===== src/rtl/gpio_input_capture_if.sv =====
// Peripheral bus bundle for gpio_input_capture: single-cycle read/write strobes with
// a 32-bit byte address and data. read_data is combinational and only meaningful while read=1.
interface gpio_input_capture_if;
  logic        read;
  logic        write;
  logic [31:0] address;
  logic [31:0] write_data;
  logic [31:0] read_data;

  modport master (
    output read,
    output write,
    output address,
    output write_data,
    input  read_data
  );

  modport slave (
    input  read,
    input  write,
    input  address,
    input  write_data,
    output read_data
  );
endinterface


===== src/rtl/gpio_input_capture.sv =====
// GPIO input capture: synchronises and debounces input pins, latches enabled edges into
// sticky W1C status bits and drives a level interrupt while any status bit is set.
module gpio_input_capture #(
  parameter int WIDTH           = 20,
  parameter int DEBOUNCE_CYCLES = 4
) (
  input  logic                 clk,
  input  logic                 reset,
  gpio_input_capture_if.slave  bus,
  input  logic [WIDTH-1:0]     pins,
  output logic                 irq
);

  localparam int CW = $clog2(DEBOUNCE_CYCLES + 1);
  localparam logic [CW-1:0] CNT_LAST = CW'(DEBOUNCE_CYCLES - 1);

  typedef enum logic [1:0] {
    REG_LEVEL   = 2'd0,
    REG_STATUS  = 2'd1,
    REG_RISE_EN = 2'd2,
    REG_FALL_EN = 2'd3
  } reg_sel_e;

  logic [WIDTH-1:0] sync1_q, sync2_q;
  logic [WIDTH-1:0] stable_q, stable_d;
  logic [CW-1:0]    cnt_q [WIDTH];
  logic [CW-1:0]    cnt_d [WIDTH];
  logic [WIDTH-1:0] status_q, status_d;
  logic [WIDTH-1:0] rise_en_q, rise_en_d;
  logic [WIDTH-1:0] fall_en_q, fall_en_d;

  logic [WIDTH-1:0] rise, fall, event_set, status_clr;
  reg_sel_e         sel;
  logic [WIDTH-1:0] wdata;

  assign sel   = reg_sel_e'(bus.address[3:2]);
  assign wdata = bus.write_data[WIDTH-1:0];

  logic unused_bus_bits;
  assign unused_bus_bits = ^{bus.address[31:4], bus.address[1:0], bus.write_data};

  // Counter tracks consecutive cycles sync2 disagrees with stable; any agreement restarts it.
  always_comb begin
    stable_d = stable_q;
    for (int i = 0; i < WIDTH; i++) begin
      cnt_d[i] = '0;
      if (sync2_q[i] != stable_q[i]) begin
        if (cnt_q[i] == CNT_LAST) begin
          stable_d[i] = sync2_q[i];
        end else begin
          cnt_d[i] = cnt_q[i] + CW'(1);
        end
      end
    end
  end

  assign rise      = stable_d & ~stable_q;
  assign fall      = ~stable_d & stable_q;
  assign event_set = (rise & rise_en_q) | (fall & fall_en_q);

  // New events are OR'd in after the clear so a same-edge event survives a W1C.
  always_comb begin
    status_clr = '0;
    rise_en_d  = rise_en_q;
    fall_en_d  = fall_en_q;
    if (bus.write) begin
      case (sel)
        REG_STATUS:  status_clr = wdata;
        REG_RISE_EN: rise_en_d  = wdata;
        REG_FALL_EN: fall_en_d  = wdata;
        default:     ;
      endcase
    end
    status_d = (status_q & ~status_clr) | event_set;
  end

  always_ff @(posedge clk or negedge reset) begin
    if (!reset) begin
      sync1_q   <= '0;
      sync2_q   <= '0;
      stable_q  <= '0;
      status_q  <= '0;
      rise_en_q <= '0;
      fall_en_q <= '0;
      for (int i = 0; i < WIDTH; i++) begin
        cnt_q[i] <= '0;
      end
    end else begin
      sync1_q   <= pins;
      sync2_q   <= sync1_q;
      stable_q  <= stable_d;
      status_q  <= status_d;
      rise_en_q <= rise_en_d;
      fall_en_q <= fall_en_d;
      for (int i = 0; i < WIDTH; i++) begin
        cnt_q[i] <= cnt_d[i];
      end
    end
  end

  assign irq = |status_q;

  always_comb begin
    bus.read_data = '0;
    if (bus.read) begin
      case (sel)
        REG_LEVEL:   bus.read_data = 32'(stable_q);
        REG_STATUS:  bus.read_data = 32'(status_q);
        REG_RISE_EN: bus.read_data = 32'(rise_en_q);
        REG_FALL_EN: bus.read_data = 32'(fall_en_q);
        default:     bus.read_data = '0;
      endcase
    end
  end

endmodule

===== src/flat_wrapper.sv =====
// flat-port wrapper written by rule: the top's interface ports become plain ports
module gpio_input_capture_flat 
#(
  parameter int WIDTH           = 20,
  parameter int DEBOUNCE_CYCLES = 4
)
  (clk, reset, pins, irq, bus_read, bus_write, bus_address, bus_write_data, bus_read_data);
  gpio_input_capture_if bus_i ();
  input  logic clk;
  input  logic reset;
  input  logic [WIDTH-1:0] pins;
  output logic irq;
  input wire logic [$bits(bus_i.read)-1:0] bus_read;
  input wire logic [$bits(bus_i.write)-1:0] bus_write;
  input wire logic [$bits(bus_i.address)-1:0] bus_address;
  input wire logic [$bits(bus_i.write_data)-1:0] bus_write_data;
  output wire logic [$bits(bus_i.read_data)-1:0] bus_read_data;
  assign bus_i.read = bus_read;
  assign bus_i.write = bus_write;
  assign bus_i.address = bus_address;
  assign bus_i.write_data = bus_write_data;
  assign bus_read_data = bus_i.read_data;
  gpio_input_capture #(.WIDTH(WIDTH), .DEBOUNCE_CYCLES(DEBOUNCE_CYCLES)) u_core (.clk(clk), .reset(reset), .bus(bus_i), .pins(pins), .irq(irq));
endmodule

===== config.mk =====
export PLATFORM = sky130hd
export DESIGN_NAME = gpio_input_capture_flat
export DESIGN_NICKNAME = d
export VERILOG_FILES = /design/src/rtl/gpio_input_capture_if.sv /design/src/rtl/gpio_input_capture.sv /design/src/flat_wrapper.sv
export SDC_FILE = /design/constraint.sdc
export NUM_CORES = 1
export LEC_CHECK = 0
export BUFFER_PORTS_ARGS = -buffer_cell sky130_fd_sc_hd__buf_4
export CORE_MARGIN = 2
export CORE_UTILIZATION = 39
export DETAILED_ROUTE_END_ITERATION = 7
export GPL_TIMING_DRIVEN = 0
export PLACE_DENSITY = 0.61
export SLEW_MARGIN = 20
export SYNTH_ARGS = -nofsm -noshare
export SYNTH_HDL_FRONTEND = slang
export SYNTH_SLANG_ARGS = --single-unit

===== constraint.sdc =====
create_clock -name clk -period 2.8 [get_ports clk]
set_input_delay 0.7 -clock clk [delete_from_list [all_inputs] [get_ports clk]]
set_output_delay 0.7 -clock clk [all_outputs]
set_load 0.1 [all_outputs]

======== Word-level counts from Yosys, hierarchy flattened ========
Index checks and enable logic that the tools add are counted.
storage, ports and cells
  word-level logic and storage cells ...... 187
  register bits ........................... 180
  input port bits ......................... 88
operators by class
  add/subtract/negate cells ............... 20
  bitwise operators ....................... 10
  equal/unequal tests ..................... 43
  multiplexer cells ....................... 84
  reduce and logical (&&, ||, !) cells .... 4
operator list
  kind                                                                   count
  32-bit case mux with 4 select lines                                    1
  3-bit two-way mux                                                      40
  20-bit AND                                                             5
  3-bit by 1-bit adder with 3-bit output, second input constant          20
  3-bit by 2-bit equality test with 1-bit output, second input constant  20
  20-bit NOT                                                             3
  1-bit two-way mux                                                      40
  20-bit two-way mux                                                     2
  20-bit OR                                                              2
  32-bit two-way mux                                                     1
  1-bit inequality test                                                  20
  20-bit OR reduction                                                    1
  2-bit equality test, second input constant                             2
  2-bit AND reduction                                                    2
  2-bit by 1-bit equality test with 1-bit output, second input constant  1
  2-bit logical NOT                                                      1

======== Depth between registers and ports, before layout ========
  word-level depth ........................ 8
  depth in mapped cells ................... 6
  depth with buffers taken out ............ 4

======== Worst setup path after synthesis ========
No wires, ideal clock.
  path kind ............................... input to output
  start point ............................. input bus_address[2]
  end point ............................... output bus_read_data[10]
  stages on the path ...................... 4
  buffers on the path ..................... 2
  path slack .............................. 0.084 ns
  data arrival time ....................... 2.016 ns
  cell sequence ........................... buf_6 -> buf_12 -> mux4_2 -> and2_1
between the ends
  cells in the longest elaborated chain, start to end .. 3
RTL lines
  item                                         line                       text
  start: declaration                           flat_wrapper.sv:15         input wire logic [$bits(bus_i.address)-1:0] bus_address;
  2-bit equality test (tied with other cells)  gpio_input_capture.sv:106  case (sel)
  32-bit case mux with 4 select lines (*)      gpio_input_capture.sv:106
  32-bit two-way mux (*)                       gpio_input_capture.sv:105  if (bus.read) begin
  end: declaration                             flat_wrapper.sv:17         output wire logic [$bits(bus_i.read_data)-1:0] bus_read_data;
Every way passes the cells marked *; elsewhere a longest branch is shown, timed or not. The select of a mux whose other input is x is not followed.

======== Final worst setup path ========
  start point ............................. input bus_address[2]
  end point ............................... output bus_read_data[8]
The elaborated chain is that of the path after synthesis.

==> results.sh <==
export IMPL_status="finished, final reports clean"
export IMPL_ys_warn_count=0
export IMPL_portBuffers=64
export IMPL_die_y_um=143.8
export IMPL_maxSlewViolCount=0
export IMPL_end_kind="output port"
export IMPL_start_kind="input port"
export IMPL_drcViolationCount=0
export IMPL_netlist_area_mm2=0.007621
export IMPL_r2r_start="u_core.cnt_q[0]$_DFF_PN0_"
export IMPL_relSlewSlack=0.5471
export IMPL_power_total_w=0.008305
export IMPL_drt_iter0_drc=226
export IMPL_path_cells="buf_6 -> buf_12 -> mux4_2 -> and2_1 -> buf_4"
export IMPL_antenna_found_initial=0
export IMPL_core_area_mm2=0.01933
export IMPL_max_cap_viol_count=0
export IMPL_cp_num_cells=5
export IMPL_synthDistinctLibCells=31
export IMPL_required_ps=2100
export IMPL_worstSetupPathType="input port to output port"
export IMPL_clockRootBuffer="clkbuf_16"
export IMPL_cts_hold_buf=0
export IMPL_slowest_delay_ps=490
export IMPL_timing_rr_end="u_core.stable_q[19]$_DFF_PN0_"
export IMPL_n_fill_cell=1715
export IMPL_hold_violations=0
export IMPL_endpoint="bus_read_data[8]"
export IMPL_initial_core_util=0.3942
export IMPL_cts_tree="yes"
export IMPL_die_x_um=143.8
export IMPL_hold_path_class="input port to asynchronous set/reset pin"
export IMPL_cts_buffers=17
export IMPL_fin_area_mm2=0.009096
export IMPL_firstDrtPassIters=4
export IMPL_nets=758
export IMPL_crit_buf_inv=3
export IMPL_vias=4553
export IMPL_wl_per_cell_um=15.89
export IMPL_wirelength_um=14730
export IMPL_routabilityCongestion=0.7779
export IMPL_areaGrowthSynthToFinish_pct=19.36
export IMPL_grt_pass1_vias=4673
export IMPL_final_common_cell="dfrtp_1"
export IMPL_final_cell_mix="dfrtp_1 (180), buf_4 (79), mux2_2 (55)"
export IMPL_ys_ff_latch=180
export IMPL_rsz0062_at_grt="no"
export IMPL_die_area_mm2=0.02068
export IMPL_worst_path_max_fanout=10
export IMPL_crit_family="buffers and inverters"
export IMPL_finalCritPeriodShare=0.9427
export IMPL_numClockSinks=180
export IMPL_worst_pin_slew_ps=679.3
export IMPL_antenna_left=0
export IMPL_finalSetupTns_ps=0
export IMPL_cts_resized=0
export IMPL_clock_latency_ps=420
export IMPL_crit_slowest_cell="mux4_2"
export IMPL_cp_arrival_ps=1940
export IMPL_antenna_cells=0
export IMPL_synthCells=555
export IMPL_cts_buffer_depth=2
export IMPL_vdd_drop_max_uv=486.9
export IMPL_h_tree_depth=4
export IMPL_grt_use_met3=0.02832
export IMPL_rows=51
export IMPL_period_minus_slack_ps=2639
export IMPL_drive_gt1_frac=0.2885
export IMPL_crit_start="bus_address[2]"
export IMPL_fmax_mhz=378.9
export IMPL_grt_overflow_total=0
export IMPL_dpl_cell_area_mm2=0.008509
export IMPL_met1_usage=0.2020
export IMPL_grt_busiest_layer="met2"
export IMPL_grt_max_degree=93
export IMPL_avgViaCountPerCell=4.912
export IMPL_setup_viol_count_final=0
export IMPL_top_level_ports=121
export IMPL_synth_seq_area_share=0.5910
export IMPL_grt_first_pass_wirelength_um=23840
export IMPL_grt_usage=0.1517
export IMPL_post_cts_setup_buffers=0
export IMPL_final_setup_skew_ps=8.619
export IMPL_clkSlewWorstSetupHoldPaths_ps=70
export IMPL_syn_area_per_cell_um2=13.73
export IMPL_power_density_mw_per_mm2=913.0
export IMPL_grt_use_met2=0.2431
export IMPL_total_leakage_power_nw=4.172
export IMPL_hpwl_um=10260
export IMPL_reg2reg_slack_ps=1590
export IMPL_reg2regPathDepth=3
## flip-flops by register name, summed over array words and instances (netlist names)
signal and cells:
u_core.fall_en_q 20, u_core.stable_q 20, u_core.cnt_q 60, u_core.sync1_q 20
u_core.rise_en_q 20, u_core.sync2_q 20, u_core.status_q 20
## cell usage after synthesis
cell	instances	share of area
a211oi_1	5	0.0049
a21o_1	1	0.00099
a21oi_1	1	0.00066
a22o_1	14	0.016
a32o_1	5	0.0066
and2_1	20	0.016
and3_1	1	0.00082
and3b_1	2	0.0023
buf_12	2	0.0053
buf_2	4	0.0026
buf_4	16	0.016
buf_6	1	0.0015
clkbuf_1	2	0.00099
conb_1	1	0.00049
dfrtp_1	180	0.59
ha_1	20	0.033
inv_1	19	0.0094
mux2_1	5	0.0074
mux2_2	55	0.081
mux4_1	2	0.0069
mux4_2	18	0.053
nand2_1	44	0.022
nand2b_1	15	0.012
nand3_1	2	0.0013
nand3b_1	22	0.022
nor2b_1	5	0.0041
nor3_1	19	0.012
nor3b_1	30	0.030
nor4_1	5	0.0041
o21ai_0	19	0.012
xnor2_1	20	0.023
## kinds of logic (layout without fill, tap and decap cells)
kind of cell,count (synthesis),in the layout,share of synthesized area
buffers and inverters,44,140,0.03546
muxes,80,80,0.1487
adders and majority gates,20,20,0.03284
AOI/OAI and AO/OA,45,45,0.04170
other,1,12,0.0004921
xor gates and xnor gates,20,20,0.02298
DFF,180,180,0.5910
and+or+nand+nor,165,165,0.1267
## how the worst min path moves through the flow
stage / startpoint / to / slack [ps] / cells after the start
final: reset / u_core.fall_en_q[16]$_DFFE_PN0P_ / 250 / 1
after global routing: reset / u_core.stable_q[16]$_DFF_PN0_ / 320 / 1
after CTS: reset / u_core.stable_q[16]$_DFF_PN0_ / 300 / 1
after detailed placement: u_core.sync1_q[12]$_DFF_PN0_ / u_core.sync2_q[12]$_DFF_PN0_ / 340 / 0
after global placement: u_core.sync1_q[8]$_DFF_PN0_ / u_core.sync2_q[8]$_DFF_PN0_ / 330 / 0
after floorplan: u_core.sync1_q[0]$_DFF_PN0_ / u_core.sync2_q[0]$_DFF_PN0_ / 330 / 0
## metrics by stage
stage          utilization  cells  worst slack [ps]  hold slack, ps
6_report            0.4705    927             160.5           253.7
5_1_grt             0.4705    927             133.6           317.5
4_1_cts             0.4705    927             150.6           303.5
3_5_place_dp        0.4401    896             152.7           336.4
3_3_place_gp        0.4383    895             31.98           332.2
2_1_floorplan            -    566             84.45           331.2
## routing by layer
layer | wire length [µm] | share of wire
met1 | 6574 | 0.45
met3 | 555 | 0.038
met2 | 7319 | 0.50
met4 | 281 | 0.019
met5 | 0 | 0
## power by group
part           internal, W  total (W)  leakage [nW]  switching [W]
combinational      0.00104    0.00225          1.64        0.00120
clock              0.00140    0.00235         0.295       0.000955
sequential         0.00321    0.00370          2.24       0.000489
## final cells by class
type,count,area (µm²),share of cell area
Multi-Input combinational cell,342,2888,0.3175
Timing Repair Buffer,65,515.5,0.05667
Clock buffer,22,484.2,0.05323
Tap cell,265,331.6,0.03645
Buffer,25,198.9,0.02187
Inverter,19,71.32,0.007840
Sequential cell,180,4504,0.4952
Clock inverter,9,102.6,0.01128
No activity file was read; power rests on OpenSTA's default activity.
